<file path="src/rtl/cache_line_filler.sv">
// -----------------------------------------------------------------------------
// cache_line_filler
//
// Fetches one cache line from a narrow memory port, one beat at a time, and
// hands the assembled line to the data-cache fill FIFO.
//
// Flow:  IDLE --(is_req)--> FETCH --(16th beat captured)--> PUSH --(fill_ready)--> IDLE
//
// Optional feature (compile-time macro FILL_TIMEOUT_EN):
//   When defined, an 8-bit watchdog counts consecutive FETCH cycles without
//   mem_ready. On reaching TIMEOUT_CYCLES the fill is abandoned: fill_error
//   pulses for one cycle, the partial line is discarded and the FSM returns
//   to IDLE. When undefined, there is no watchdog, fill_error is tied low and
//   FETCH waits for memory indefinitely.
//
// Handshakes:
//   fill_valid/fill_ready : strict valid/ready. A transfer happens on a rising
//                           edge where both are high. Once fill_valid rises,
//                           fill_data/fill_tag/fill_index hold until that
//                           transfer; fill_valid never drops without it
//                           (except on reset).
//   mem_req/mem_ready     : mem_req is held for the whole FETCH phase; every
//                           cycle with mem_ready high delivers one beat on
//                           mem_rdata for the address on mem_addr.
//   is_req/req_ack        : is_req is a level held by the cache; it is only
//                           sampled in IDLE, and acceptance is reported by a
//                           one-cycle req_ack pulse in the first FETCH cycle.
//
// Ports:
//   clock       rising-edge clock
//   reset       asynchronous, active-high reset
//   is_req      line-fill request level from the data cache
//   req_addr    requested tag, address bits [31:14]
//   req_line    requested line index, address bits [13:6]
//   req_ack     one-cycle pulse when a request is accepted
//   busy        high in any state other than IDLE
//   mem_req     memory read strobe (FETCH only)
//   mem_addr    byte address of the current beat (0 outside FETCH)
//   mem_ready   beat-valid from memory
//   mem_rdata   beat data
//   fill_ready  fill FIFO not full
//   fill_valid  fill entry valid (PUSH only)
//   fill_data   assembled line
//   fill_tag    tag of the filled line
//   fill_index  line index of the filled line (FIFO-side fifo_addr)
//   fill_error  one-cycle pulse on a watchdog abort
//   dbg_state   current FSM state encoding (IDLE=0, FETCH=1, PUSH=2)
// -----------------------------------------------------------------------------
module cache_line_filler #(
    parameter int LINE_WIDTH     = 512,
    parameter int BEAT_WIDTH     = 32,
    parameter int TIMEOUT_CYCLES = 255
) (
    input  logic                  clock,
    input  logic                  reset,
    input  logic                  is_req,
    input  logic [17:0]           req_addr,
    input  logic [7:0]            req_line,
    output logic                  req_ack,
    output logic                  busy,
    output logic                  mem_req,
    output logic [31:0]           mem_addr,
    input  logic                  mem_ready,
    input  logic [BEAT_WIDTH-1:0] mem_rdata,
    input  logic                  fill_ready,
    output logic                  fill_valid,
    output logic [LINE_WIDTH-1:0] fill_data,
    output logic [17:0]           fill_tag,
    output logic [7:0]            fill_index,
    output logic                  fill_error,
    output logic [1:0]            dbg_state
);

    // -------------------------------------------------------------------------
    // Constants
    // -------------------------------------------------------------------------
    localparam int         BEATS     = LINE_WIDTH / BEAT_WIDTH;
    localparam logic [3:0] LAST_BEAT = 4'(BEATS - 1);

    localparam logic [1:0] IDLE  = 2'd0;
    localparam logic [1:0] FETCH = 2'd1;
    localparam logic [1:0] PUSH  = 2'd2;

    // -------------------------------------------------------------------------
    // State
    // -------------------------------------------------------------------------
    logic [1:0]            state;
    logic [1:0]            state_next;
    logic [3:0]            beat;
    logic [LINE_WIDTH-1:0] line_buf;
    logic [17:0]           tag_q;
    logic [7:0]            index_q;
    logic                  req_ack_q;

    logic                  accept;
    logic                  capture;
    logic                  wd_expire;

    // -------------------------------------------------------------------------
    // Watchdog (optional)
    // -------------------------------------------------------------------------
`ifdef FILL_TIMEOUT_EN
    // The count holds the number of consecutive stalled FETCH cycles already
    // completed, so the abort fires on the edge that ends stalled cycle
    // number TIMEOUT_CYCLES.
    localparam logic [7:0] WD_LAST = 8'(TIMEOUT_CYCLES - 1);

    logic [7:0] wd_cnt;
    logic       fill_error_q;

    assign wd_expire = (state == FETCH) && !mem_ready && (wd_cnt == WD_LAST);

    always_ff @(posedge clock or posedge reset) begin
        if (reset) begin
            wd_cnt       <= 8'd0;
            fill_error_q <= 1'b0;
        end else begin
            fill_error_q <= wd_expire;
            if (state != FETCH || mem_ready || wd_expire) begin
                wd_cnt <= 8'd0;
            end else begin
                wd_cnt <= wd_cnt + 8'd1;
            end
        end
    end

    assign fill_error = fill_error_q;
`else
    assign wd_expire  = 1'b0;
    assign fill_error = 1'b0;
`endif

    // -------------------------------------------------------------------------
    // Next-state logic
    // -------------------------------------------------------------------------
    always_comb begin
        state_next = state;
        accept     = 1'b0;
        capture    = 1'b0;
        case (state)
            IDLE: begin
                if (is_req) begin
                    accept     = 1'b1;
                    state_next = FETCH;
                end
            end
            FETCH: begin
                if (mem_ready) begin
                    capture = 1'b1;
                    // Leaving on the edge that captures the last beat keeps
                    // mem_req from being seen for a seventeenth beat.
                    if (beat == LAST_BEAT) begin
                        state_next = PUSH;
                    end
                end else if (wd_expire) begin
                    state_next = IDLE;
                end
            end
            PUSH: begin
                if (fill_ready) begin
                    state_next = IDLE;
                end
            end
            default: begin
                state_next = IDLE;
            end
        endcase
    end

    // -------------------------------------------------------------------------
    // Sequential datapath
    // -------------------------------------------------------------------------
    always_ff @(posedge clock or posedge reset) begin
        if (reset) begin
            state     <= IDLE;
            beat      <= 4'd0;
            line_buf  <= '0;
            tag_q     <= 18'd0;
            index_q   <= 8'd0;
            req_ack_q <= 1'b0;
        end else begin
            state     <= state_next;
            req_ack_q <= accept;

            if (accept) begin
                tag_q    <= req_addr;
                index_q  <= req_line;
                beat     <= 4'd0;
                line_buf <= '0;
            end

            if (capture) begin
                // Decoded write avoids a variable part-select on line_buf.
                for (int i = 0; i < BEATS; i++) begin
                    if (beat == 4'(i)) begin
                        line_buf[i*BEAT_WIDTH +: BEAT_WIDTH] <= mem_rdata;
                    end
                end
                // Returns to 0 after the last beat instead of wrapping, so the
                // counter always starts a line at 0.
                if (beat == LAST_BEAT) begin
                    beat <= 4'd0;
                end else begin
                    beat <= beat + 4'd1;
                end
            end

            // A watchdog abort throws away whatever was collected so far.
            if (wd_expire) begin
                beat     <= 4'd0;
                line_buf <= '0;
            end
        end
    end

    // -------------------------------------------------------------------------
    // Outputs
    // -------------------------------------------------------------------------
    assign req_ack    = req_ack_q;
    assign busy       = (state != IDLE);
    assign mem_req    = (state == FETCH);
    assign mem_addr   = (state == FETCH) ? {tag_q, index_q, beat, 2'b00} : 32'd0;
    assign fill_valid = (state == PUSH);
    assign fill_data  = line_buf;
    assign fill_tag   = tag_q;
    assign fill_index = index_q;
    assign dbg_state  = state;

endmodule
</file>
<file path="config.mk">
export PLATFORM = sky130hd
export DESIGN_NAME = cache_line_filler
export DESIGN_NICKNAME = d
export VERILOG_FILES = /design/src/rtl/cache_line_filler.sv
export SDC_FILE = /design/constraint.sdc
export NUM_CORES = 1
export LEC_CHECK = 0
export ABC_AREA = 1
export CAP_MARGIN = 20
export CORE_MARGIN = 3
export CORE_UTILIZATION = 40
export CTS_BUF_LIST = sky130_fd_sc_hd__clkbuf_8
export CTS_CLUSTER_SIZE = 8
export DETAILED_ROUTE_END_ITERATION = 12
export GPL_ROUTABILITY_DRIVEN = 0
export PLACE_DENSITY = 0.69
export SYNTH_ARGS = -nofsm -noshare
export SYNTH_HDL_FRONTEND = slang
export SYNTH_SLANG_ARGS = --single-unit
</file>
<file path="constraint.sdc">
create_clock -name clock -period 19.4 [get_ports clock]
set_input_delay 3.88 -clock clock [delete_from_list [all_inputs] [get_ports clock]]
set_output_delay 3.88 -clock clock [all_outputs]
set_load 0.1 [all_outputs]
</file>
==> qor.tcl <==
set qor(outcome) {finished clean}
set qor(yosysMostFrequentCell) {sky130_fd_sc_hd__nand2_1}
set qor(grt_start_max_net_pins) 163
set qor(grt_first_pass_wirelength_um) 156000
set qor(yosysWarnings) 0
set qor(timing.setup.critical_path_class) {flip-flop to output pin}
set qor(synth_area_leaders) {sky130_fd_sc_hd__dfrtp_1 (52%), sky130_fd_sc_hd__nand2_1 (17%), sky130_fd_sc_hd__inv_1 (7.7%)}
set qor(tritoncts.num_buffers) 97
set qor(rsz_0062_raised_after_global_routing) {no}
set qor(cts-resized-gates) 0
set qor(drv_slew) 0
set qor(worst_path_max_delay_cell) {sky130_fd_sc_hd__clkdlybuf4s50_1}
set qor(synth.ff_latch_count) 545
set qor(drt-initial-drc-count) 2627
set qor(post_route_cells_drive_above_1_share) 0.0573
set qor(routed_wirelength_um) 106000
set qor(routed-via-count) 24900
set qor(synth.yosys.seq_area_share) 0.516
set qor(tritoncts) {built}
set qor(synth-xor-area-share) 0
set qor(fin_hold_ws_ps) 561
set qor(finalSetupTns_ps) 0
set qor(min_path_type) {flip-flop to flip-flop}
set qor(cts.hold.buffers_added) 0
set qor(worstSetupStartpointType) {flip-flop}
set qor(fin_nets) 4151
set qor(clk_transition_reported_paths_ps) 60
set qor(fin_crit_ps) 6990
set qor(pre_cts_setup_slack_ps) 12430
set qor(synthTopCellsByCount) {sky130_fd_sc_hd__nand2_1 (1222), sky130_fd_sc_hd__inv_1 (546), sky130_fd_sc_hd__dfrtp_1 (545)}
set qor(fmax_mhz) 143
set qor(fin_ws_ps) 12410
set qor(synth_enable_flop_cells) 0
set qor(synth_compound_gate_area_share) 0.127
set qor(post-route-period-util) 0.360
set qor(clockBufferDepth) 3
set qor(muxShareOfSynthArea) 0
set qor(dpl-instance-area_mm2) 0.0330
set qor(setup_violators_final) 0
set qor(synth_top_cell_area_share) 0.516
set qor(cp.required_ps) 15520
set qor(synth.avg_cell_area_um2) 7.35
set qor(worst-endpoint-arrival_ps) 3110
set qor(detail_route.first_pass.iterations) 5
set qor(place.detailed.hpwl_um) 63600
set qor(ctsHtreeMaxLevel) 3
set qor(detailed_route_vias_per_instance) 4.97
set qor(synth-async-reset-ratio) 1.00
set qor(layout_area_overhead_pct) 32.2
set qor(synth_top_family_by_area) {simple AND/OR/NAND/NOR gates}
set qor(cts_root_buf) {sky130_fd_sc_hd__clkbuf_8}
set qor(buffer_ports.inserted) 636
set qor(number_of_routed_nets_with_antenna_violations) 0
set qor(num_rows) 93
set qor(cts.sink_count) 545
set qor(synth_simple_gate_area_frac) 0.225
set qor(slew_headroom) 0.227
set qor(average_wire_per_standard_cell_um) 21.0
set qor(crit_fanout) 30
set qor(synthDistinctLibCells) 24
set qor(grt_antenna_before_repair) 4
set qor(worst_slew_pin_slew_ps) 1160
set qor(floorplan.die.width_um) 263
set qor(postCtsSetupRepairBufs) 0
set qor(core-area_mm2) 0.0649
set qor(ioPinCount) 640
set qor(syn-instance-count) 3600
set qor(max-cap-violations) 0
set qor(globalRouteTotalUtil) 0.296
set qor(synth_fa_ha_area_frac) 0.00189
set qor(clock_tree_skew_after_final_layout_ps) 51.7
set qor(timing.critical_path.cells) {nand2_1 -> buf_16 -> nor2_1 -> clkdlybuf4s50_1}
set qor(floorplan.die.height_um) 263
set qor(final_hold_viol_count) 0
set qor(grt_pass1_vias) 23300
set qor(final_instance_area_mm2) 0.0350
set qor(detail_route.drc_violations) 0
set qor(synth.cell_area_mm2) 0.0264
set qor(grt_remaining_overflow) 0
set qor(initial_utilization) 0.407
set qor(timing.critical_path.to_type) {output pin}
set qor(netlist.top_cell.by_area) {sky130_fd_sc_hd__dfrtp_1}
set qor(insertion_delay_ps) 690
set qor(synth_flop_cell) {sky130_fd_sc_hd__dfrtp_1}
set qor(crit_path_max_incr_delay_ps) 1170
set qor(die_area_mm2) 0.0692
## cell type report
type	count	area (um2)
tap	855	1070
antenna	2	5.00
sequential	545	13600
clock inverter	54	295
fill	6215	30000
clock buffer	118	1620
multi-input combinational	2194	9420
timing repair buffer	696	6830
inverter	550	2080
## cell usage in the layout, fill, tap and decap left out, types with 3 or more instances in the layout
cell type	n
sky130_fd_sc_hd__nand4_2	3
sky130_fd_sc_hd__inv_1	586
sky130_fd_sc_hd__nand2_1	1222
sky130_fd_sc_hd__nor2_1	226
sky130_fd_sc_hd__clkinv_2	6
sky130_fd_sc_hd__buf_4	56
sky130_fd_sc_hd__buf_12	3
sky130_fd_sc_hd__dfrtp_1	545
sky130_fd_sc_hd__nor2_2	9
sky130_fd_sc_hd__clkbuf_8	118
sky130_fd_sc_hd__o21ai_1	42
sky130_fd_sc_hd__buf_2	10
sky130_fd_sc_hd__conb_1	3
sky130_fd_sc_hd__nor2_4	10
sky130_fd_sc_hd__ha_1	4
sky130_fd_sc_hd__o21ai_0	306
sky130_fd_sc_hd__clkdlybuf4s50_1	625
sky130_fd_sc_hd__nand4_4	4
sky130_fd_sc_hd__inv_2	3
sky130_fd_sc_hd__nand3_1	4
sky130_fd_sc_hd__a21oi_1	321
sky130_fd_sc_hd__nand4_1	34
## registers in the layout, summed over array words and instances (netlist names)
signal	cells
fill_index	8
beat	4
req_ack	1
dbg_state	2
fill_data	512
fill_tag	18
## metal layers
layer	routed length, um	vias up	track usage
met5	11	-	0
met4	5480	2	0.145
met3	8530	238	0.0597
met2	49300	1171	0.473
met1	42100	11700	0.384
li1	-	11800	-
## worst paths after layout
path                         startpoint             end  cells after the start  slack (ps)
setup / recovery           dbg_state[0]     mem_addr[3]                      4       12410
hold / removal              fill_tag[7]     fill_tag[7]                      2         560
setup reg to reg           dbg_state[0]  fill_data[434]                      6       15530
hold reg to reg             fill_tag[7]     fill_tag[7]                      2         560
max in group asynchronous         reset  fill_data[320]                      4       13470
min in group asynchronous         reset   fill_data[67]                      2        3750
## critical path, delay by kind of cell, from the launching register on
| family | cells | cell delay [ps] |
|---|---|---|
| DFF | 1 | 710 |
| and+or+nand+nor | 2 | 340 |
| buffers and inverters | 2 | 1380 |
## cells by family after synthesis
family / count (synthesis)
buffers and inverters: 863
DFF: 545
adders and majority gates: 4
and+or+nand+nor: 1517
other: 1
AOI/OAI and AO/OA: 670
## through the flow
stage / instances / utilization
2_1_floorplan: 3602 / -
3_3_place_gp: 4837 / 0.508
3_5_place_dp: 4837 / 0.508
4_1_cts: 5009 / 0.537
5_1_grt: 5013 / 0.538
6_report: 5014 / 0.538
Power is not shown: default switching activity piles up to over one toggle a cycle in this logic, so the estimate is an artifact.
